File: src/rtl/uart_fifo_core.sv
// uart_fifo_core: full-duplex UART with TX and RX FIFOs, configurable frame format and parity.
// Errored or overflowing RX frames are dropped and reported as single-cycle pulses.
module uart_fifo_core #(
  parameter int BPS_NUM    = 1296,
  parameter int DATA_BITS  = 8,
  parameter int PARITY     = 0,
  parameter int STOP_BITS  = 1,
  parameter int FIFO_DEPTH = 16,
  localparam int AW = $clog2(FIFO_DEPTH)
) (
  input  logic          clk,
  input  logic          rst,
  input  logic          uart_rx,
  output logic          uart_tx,
  input  logic          loopback,
  input  logic [7:0]    tx_data,
  input  logic          tx_wr_en,
  output logic          tx_full,
  output logic [AW:0]   tx_level,
  output logic          tx_busy,
  output logic [7:0]    rx_data,
  input  logic          rx_rd_en,
  output logic          rx_empty,
  output logic [AW:0]   rx_level,
  output logic          rx_ovf,
  output logic          parity_err,
  output logic          frame_err
);

  localparam int CNT_W = $clog2(STOP_BITS * BPS_NUM + 1);
  localparam logic [CNT_W-1:0] BIT_END  = CNT_W'(BPS_NUM - 1);
  localparam logic [CNT_W-1:0] HALF_END = CNT_W'(BPS_NUM / 2 - 1);
  localparam logic [CNT_W-1:0] STOP_END = CNT_W'(STOP_BITS * BPS_NUM - 1);
  localparam logic [2:0]       LAST_BIT = 3'(DATA_BITS - 1);
  localparam logic [7:0]       DATA_MASK = 8'((1 << DATA_BITS) - 1);
  localparam logic [AW:0]      FULL_LVL  = (AW+1)'(FIFO_DEPTH);
  localparam bit               HAS_PAR   = (PARITY != 0);

  typedef enum logic [2:0] {S_IDLE, S_START, S_DATA, S_PAR, S_STOP} state_e;

  state_e           txState_q, rxState_q;
  logic [CNT_W-1:0] txCnt_q, rxCnt_q;
  logic [2:0]       txBit_q, rxBit_q;
  logic [7:0]       txShift_q;
  logic             txPar_q, txLine_q;
  logic [DATA_BITS-1:0] rxShift_q;
  logic             rxPar_q;
  logic             rxMeta_q, rxSync_q, rxPrev_q;
  logic             loopback_q;
  logic             rxOvf_q, parityErr_q, frameErr_q;

  logic [7:0]  txMem_q [FIFO_DEPTH];
  logic [7:0]  rxMem_q [FIFO_DEPTH];
  logic [AW-1:0] txWrPtr_q, txRdPtr_q, rxWrPtr_q, rxRdPtr_q;
  logic [AW:0]   txLevel_q, rxLevel_q;

  logic       txPush, txPop, txFrameEnd;
  logic       rxPush, rxPop, rxFull, rxStopSample, rxExpPar, rxParBad;
  logic       rxIn;
  logic [7:0] txHead;

  assign tx_full  = (txLevel_q == FULL_LVL);
  assign tx_level = txLevel_q;
  assign tx_busy  = (txState_q != S_IDLE) || (txLevel_q != '0);
  assign rx_empty = (rxLevel_q == '0);
  assign rx_level = rxLevel_q;
  assign rx_data  = rx_empty ? 8'h00 : rxMem_q[rxRdPtr_q];
  assign rx_ovf     = rxOvf_q;
  assign parity_err = parityErr_q;
  assign frame_err  = frameErr_q;
  assign uart_tx  = loopback_q ? 1'b1 : txLine_q;
  assign rxIn     = loopback_q ? txLine_q : uart_rx;

  assign txHead     = txMem_q[txRdPtr_q] & DATA_MASK;
  assign txPush     = tx_wr_en && !tx_full;
  assign txFrameEnd = (txState_q == S_STOP) && (txCnt_q == STOP_END);
  // Popping at the end of STOP lets the next start bit follow with no idle gap.
  assign txPop      = (txLevel_q != '0) && ((txState_q == S_IDLE) || txFrameEnd);

  assign rxFull       = (rxLevel_q == FULL_LVL);
  assign rxPop        = rx_rd_en && !rx_empty;
  assign rxStopSample = (rxState_q == S_STOP) && (rxCnt_q == BIT_END);
  assign rxExpPar     = (PARITY == 1) ? ~^rxShift_q : ^rxShift_q;
  assign rxParBad     = HAS_PAR && (rxPar_q != rxExpPar);
  assign rxPush       = rxStopSample && rxSync_q && !rxParBad && !rxFull;

  always_ff @(posedge clk) begin
    if (txPush) txMem_q[txWrPtr_q] <= tx_data;
    if (rxPush) rxMem_q[rxWrPtr_q] <= 8'(rxShift_q);
  end

  always_ff @(posedge clk) begin
    if (rst) begin
      txWrPtr_q <= '0;
      txRdPtr_q <= '0;
      txLevel_q <= '0;
      rxWrPtr_q <= '0;
      rxRdPtr_q <= '0;
      rxLevel_q <= '0;
    end else begin
      if (txPush) txWrPtr_q <= txWrPtr_q + AW'(1);
      if (txPop)  txRdPtr_q <= txRdPtr_q + AW'(1);
      case ({txPush, txPop})
        2'b10:   txLevel_q <= txLevel_q + (AW+1)'(1);
        2'b01:   txLevel_q <= txLevel_q - (AW+1)'(1);
        default: txLevel_q <= txLevel_q;
      endcase
      if (rxPush) rxWrPtr_q <= rxWrPtr_q + AW'(1);
      if (rxPop)  rxRdPtr_q <= rxRdPtr_q + AW'(1);
      case ({rxPush, rxPop})
        2'b10:   rxLevel_q <= rxLevel_q + (AW+1)'(1);
        2'b01:   rxLevel_q <= rxLevel_q - (AW+1)'(1);
        default: rxLevel_q <= rxLevel_q;
      endcase
    end
  end

  // Loopback switches only while both directions are idle, so no frame is split across sources.
  always_ff @(posedge clk) begin
    if (rst) begin
      loopback_q <= 1'b0;
      rxMeta_q   <= 1'b1;
      rxSync_q   <= 1'b1;
      rxPrev_q   <= 1'b1;
    end else begin
      if (txState_q == S_IDLE && rxState_q == S_IDLE) loopback_q <= loopback;
      rxMeta_q <= rxIn;
      rxSync_q <= rxMeta_q;
      rxPrev_q <= rxSync_q;
    end
  end

  always_ff @(posedge clk) begin
    if (rst) begin
      txState_q <= S_IDLE;
      txCnt_q   <= '0;
      txBit_q   <= '0;
      txShift_q <= '0;
      txPar_q   <= 1'b0;
      txLine_q  <= 1'b1;
    end else begin
      case (txState_q)
        S_IDLE: begin
          if (txPop) begin
            txShift_q <= txHead;
            txPar_q   <= (PARITY == 1) ? ~^txHead : ^txHead;
            txLine_q  <= 1'b0;
            txCnt_q   <= '0;
            txState_q <= S_START;
          end
        end
        S_START: begin
          if (txCnt_q == BIT_END) begin
            txCnt_q   <= '0;
            txBit_q   <= '0;
            txLine_q  <= txShift_q[0];
            txState_q <= S_DATA;
          end else txCnt_q <= txCnt_q + CNT_W'(1);
        end
        S_DATA: begin
          if (txCnt_q == BIT_END) begin
            txCnt_q <= '0;
            if (txBit_q == LAST_BIT) begin
              txLine_q  <= HAS_PAR ? txPar_q : 1'b1;
              txState_q <= HAS_PAR ? S_PAR : S_STOP;
            end else begin
              txBit_q   <= txBit_q + 3'd1;
              txShift_q <= txShift_q >> 1;
              txLine_q  <= txShift_q[1];
            end
          end else txCnt_q <= txCnt_q + CNT_W'(1);
        end
        S_PAR: begin
          if (txCnt_q == BIT_END) begin
            txCnt_q   <= '0;
            txLine_q  <= 1'b1;
            txState_q <= S_STOP;
          end else txCnt_q <= txCnt_q + CNT_W'(1);
        end
        S_STOP: begin
          if (txFrameEnd) begin
            txCnt_q <= '0;
            if (txPop) begin
              txShift_q <= txHead;
              txPar_q   <= (PARITY == 1) ? ~^txHead : ^txHead;
              txLine_q  <= 1'b0;
              txState_q <= S_START;
            end else txState_q <= S_IDLE;
          end else txCnt_q <= txCnt_q + CNT_W'(1);
        end
        default: txState_q <= S_IDLE;
      endcase
    end
  end

  // Only the first stop bit is checked; returning to IDLE mid-stop allows a prompt resync.
  always_ff @(posedge clk) begin
    if (rst) begin
      rxState_q   <= S_IDLE;
      rxCnt_q     <= '0;
      rxBit_q     <= '0;
      rxShift_q   <= '0;
      rxPar_q     <= 1'b0;
      rxOvf_q     <= 1'b0;
      parityErr_q <= 1'b0;
      frameErr_q  <= 1'b0;
    end else begin
      rxOvf_q     <= 1'b0;
      parityErr_q <= 1'b0;
      frameErr_q  <= 1'b0;
      case (rxState_q)
        S_IDLE: begin
          if (rxPrev_q && !rxSync_q) begin
            rxCnt_q   <= '0;
            rxState_q <= S_START;
          end
        end
        S_START: begin
          if (rxCnt_q == HALF_END) begin
            rxCnt_q   <= '0;
            rxBit_q   <= '0;
            rxState_q <= rxSync_q ? S_IDLE : S_DATA;
          end else rxCnt_q <= rxCnt_q + CNT_W'(1);
        end
        S_DATA: begin
          if (rxCnt_q == BIT_END) begin
            rxCnt_q   <= '0;
            rxShift_q <= {rxSync_q, rxShift_q[DATA_BITS-1:1]};
            rxBit_q   <= rxBit_q + 3'd1;
            if (rxBit_q == LAST_BIT) rxState_q <= HAS_PAR ? S_PAR : S_STOP;
          end else rxCnt_q <= rxCnt_q + CNT_W'(1);
        end
        S_PAR: begin
          if (rxCnt_q == BIT_END) begin
            rxCnt_q   <= '0;
            rxPar_q   <= rxSync_q;
            rxState_q <= S_STOP;
          end else rxCnt_q <= rxCnt_q + CNT_W'(1);
        end
        S_STOP: begin
          if (rxStopSample) begin
            rxCnt_q   <= '0;
            rxState_q <= S_IDLE;
            if (!rxSync_q)     frameErr_q  <= 1'b1;
            else if (rxParBad) parityErr_q <= 1'b1;
            else if (rxFull)   rxOvf_q     <= 1'b1;
          end else rxCnt_q <= rxCnt_q + CNT_W'(1);
        end
        default: rxState_q <= S_IDLE;
      endcase
    end
  end

endmodule

File: config.mk
export PLATFORM = sky130hd
export DESIGN_NAME = uart_fifo_core
export DESIGN_NICKNAME = d
export VERILOG_FILES = /design/src/rtl/uart_fifo_core.sv
export SDC_FILE = /design/constraint.sdc
export NUM_CORES = 1
export LEC_CHECK = 0
export BUFFER_PORTS_ARGS = -buffer_cell sky130_fd_sc_hd__buf_2
export CAP_MARGIN = 30
export CELL_PAD_IN_SITES_DETAIL_PLACEMENT = 1
export CELL_PAD_IN_SITES_GLOBAL_PLACEMENT = 2
export CORE_ASPECT_RATIO = 1.75
export CORE_UTILIZATION = 37
export DETAILED_ROUTE_END_ITERATION = 16
export MAX_ROUTING_LAYER = met4
export PLACE_DENSITY_LB_ADDON = 0.08
export SLEW_MARGIN = 15
export SYNTH_ARGS = -nofsm -noshare
export SYNTH_HDL_FRONTEND = slang
export SYNTH_SLANG_ARGS = --single-unit
export TNS_END_PERCENT = 50
File: constraint.sdc
create_clock -name clk -period 3.5 [get_ports clk]
set_input_delay 0.525 -clock clk [delete_from_list [all_inputs] [get_ports clk]]
set_output_delay 0.525 -clock clk [all_outputs]
set_load 0.02 [all_outputs]
==> summary.md <==
| Metric | Value |
|---|---|
| Status | `completed` |
| Ratio of cells with drive above 1 in the final layout | `22.3%` |
| Synthesis-to-layout area growth | `14.8%` |
| Largest net degree at the start of global routing | `44` |
| Max IR drop VDD | `0.000430 V` |
| Highest clock rate | `300 MHz` |
| TNS Setup | `0 ns` |
| Chip Height | `263 um` |
| Global-route wire length before repair | `52.1 mm` |
| DRC | `0` |
| Critical path's largest stage delay | `0.57 ns` |
| CTS tree | `done` |
| CP Class | `reg -> out` |
| Endpoints failing hold | `0` |
| Skew final | `0.0267 ns` |
| DR iter-0 viols | `297` |
| DRT Pass-1 Iters | `4` |
| Initial antenna violation count | `0` |
| Minimum clock period | `3.33 ns` |
| Routed len/inst | `21.9 um` |
| Row count | `95` |
| CP required | `2.97 ns` |
| R2r setup slk | `0.31 ns` |
| Worst hold-check path type | `in -> reg` |
| Worst-Skew Late Latency | `0.54 ns` |
| CTS Buf Count | `34` |
| Reg2reg end | `rx_level[4]$_SDFFE_PP0P_` |
| Vias | `8011` |
| Vias in the first global route | `8806` |
| Clock slew at reported path FFs | `0.06 ns` |
| DRT Wirelength | `33.6 mm` |
| Most frequent cells after synthesis | `edfxtp_1 (256), nor2_1 (92), dfxtp_1 (91), mux4_2 (72), nand2_1 (45)` |
| Hold Buf Count CTS | `0` |
| Number of max-cap violations | `0` |
| Final slew viol count | `0` |
| CP most frequent cell | `mux4_2` |
| Period utilisation layout | `95.2%` |
| WP buf/inv | `2` |
| Synth Net Count | `986` |
| Worst hold start | `uart_rx` |
| Gates resized, CTS repair | `0` |
| Synth warn | `0` |
| Rel. slew slack | `46.7%` |
| Number of synthesized flops with an enable pin | `256` |
| Delay-heaviest family, CP | `multiplexers` |
| CTS H-tree lvls | `2` |
| Detailed Place HPWL | `24.2 mm` |
| CTS sink cnt | `347` |
| Share of the synthesized area in the top cell type | `53.5%` |
| Overflow after GRT | `0` |
| Seq cells post-synth | `347` |
| Worst r2r path cells | `12` |
| Fillers | `3874` |
| Max clock buf depth | `3` |
| GR Util All Layers | `18.4%` |
| Worst r2r src | `rxState_q[0]$_SDFFE_PP0P_` |
| Syn_area_per_cell | `15.1 um2` |
| Top FF cell, synth | `edfxtp_1` |
| Nets | `1062` |
| Worst Hold End | `rxMeta_q$_SDFF_PP1_` |
| Cell accounting for the most synthesized area | `edfxtp_1` |
| Final setup fails | `0` |
| Core ar. | `38400 um2` |
| # port buffers | `37` |
| DRT antenna net count | `0` |
| Die X | `151 um` |
| Leakage power | `5.51 nW` |
| Synth Instances | `949` |
| Startpoint types | `flop` |
| I/O Pins | `39` |
| Largest cells by area after synthesis | `edfxtp_1 (54%), dfxtp_1 (13%), mux4_2 (11%)` |
| RSZ-0062 raised after global routing | `no` |
| Vias per inst | `5.23` |
| Gp weighted congestion | `0.749` |
| Postcts setup bufs | `0` |
| Worst slew pin tran | `0.799 ns` |
| PwrDens | `615 nW/um2` |
| Worst setup EP type | `primary output` |
| Most frequent cell after synthesis | `edfxtp_1` |
| Crit path max fanout | `24` |
| Worst EP arrival | `2.81 ns` |
| Netlist cell types | `68` |
| CP max-delay cell | `mux4_2` |
| Sequential fraction of the synthesis area | `66.2%` |
| Die area | `39700 um2` |
| Total design power | `10.1 mW` |
| Initial core utilization | `37.4%` |
| Hold path depth | `3` |
| Crit-path cells | `buf_12 > mux4_2 > mux4_2 > nor2b_1 > buf_2` |
| Cell Area, Synth | `14400 um2` |
| Root buf cell | `clkbuf_16` |
| Ys async rst share | `0%` |
| Ant diodes | `0` |
cell families (layout without fill, tap and decap cells):
logic type | after synthesis | after routing | share of synthesized area [%]
buf+inv | 71 | 170 | 2.11
flops | 347 | 347 | 66.2
simple gates | 258 | 258 | 9.08
xor+xnor | 31 | 31 | 1.89
mux | 103 | 103 | 13.5
fa+ha+maj | 23 | 23 | 2.00
compound gates | 115 | 115 | 5.23
other cells | 1 | 1 | 0.0261
final cells by class:
type	count	area (um2)	share of cell area [%]
clock inverters	12	144	0.873
well taps	485	607	3.68
inverters	19	73.8	0.448
flip-flops and latches	347	9510	57.7
multi-input cells	531	4560	27.6
repair buffers	92	636	3.85
clock buffers	47	962	5.84
per-stage QoR:
stage / area (um2) / utilization, % / cells / hold WS, ns / worst slack (ns)
after floorplan: 14400 / - / 949 / 0.389 / 0.300
after global placement: 15400 / 40.1 / 1474 / 0.399 / 0.322
after detailed placement: 15400 / 40.1 / 1474 / 0.400 / 0.300
after global routing: 16500 / 42.9 / 1533 / 0.267 / 0.000906
after CTS: 16500 / 42.9 / 1533 / 0.247 / 0.0804
final: 16500 / 42.9 / 1533 / 0.278 / 0.168
report_power, final:
group	switching [mW]	total, mW	leakage [nW]	internal (mW)
clock	1.54	3.69	0.531	2.15
sequential	0.154	4.69	3.08	4.54
combinational	1.02	1.76	1.90	0.743
worst max path at each step:
stage                                    startpoint                       end  depth (start not counted)
after floorplan            tx_level[1]$_SDFFE_PP0P_  tx_level[4]$_SDFFE_PP0P_                         13
after global placement    rxState_q[0]$_SDFFE_PP0P_  rx_level[4]$_SDFFE_PP0P_                         12
after detailed placement  rxState_q[0]$_SDFFE_PP0P_  rx_level[4]$_SDFFE_PP0P_                         12
after CTS                                      flop                rx_data[3]                          5
after global routing                           flop                rx_data[7]                          5
final                                          flop                rx_data[3]                          5
routing by layer:
metal	track usage, %	wire length (um)	vias up	share of wire [%]
met5	-	0	-	0
met4	5.70	890	0	2.7
met3	2.57	779	52	2.3
met2	37.2	20700	91	62
met1	16.8	11200	4097	33
li1	-	-	3771	-
sequential cells by signal, summed over array words and instances (netlist names), 3 cells and up, named ones only:
name       cells
rxRdPtr_q      4
rxWrPtr_q      4
rxState_q      3
tx_level       5
rxCnt_q       11
rx_level       5
txRdPtr_q      4
txState_q      3
txBit_q        3
txWrPtr_q      4
rxShift_q      8
rxBit_q        3
txShift_q      8
txCnt_q       11
rxMem_q      128
txMem_q      128
tightest hold or removal path, delay by kind of cell:
family	cells	cell delay (ns)
buf+inv	1	0.12
mux	1	0.07
simple gates	1	0.06
layout by cell type (no fill, tap or decap), types with 4 or more instances in the layout:
master | synthesis | final
edfxtp_1 | 256 | 256
nor2_1 | 92 | 92
dfxtp_1 | 91 | 89
mux4_2 | 72 | 72
buf_4 | 1 | 52
nand2_1 | 45 | 45
buf_2 | 12 | 37
clkbuf_16 | 0 | 36
a21oi_1 | 32 | 32
mux2i_1 | 27 | 27
nor3_1 | 24 | 24
o21ai_0 | 23 | 23
ha_1 | 23 | 23
inv_1 | 17 | 17
xnor2_1 | 17 | 17
a211oi_1 | 17 | 17
nand3_1 | 15 | 15
xor2_1 | 14 | 14
or3_1 | 12 | 12
nor2b_1 | 11 | 11
and2_1 | 9 | 9
clkbuf_1 | 30 | 9
nand2b_1 | 7 | 7
nor3b_1 | 7 | 7
nand4_1 | 6 | 6
a22o_1 | 6 | 6
nor4_1 | 5 | 5
or2_2 | 5 | 5
o211ai_1 | 4 | 4
o22ai_1 | 4 | 4
mux2_2 | 4 | 4
(Power assumes the default switching activity.)
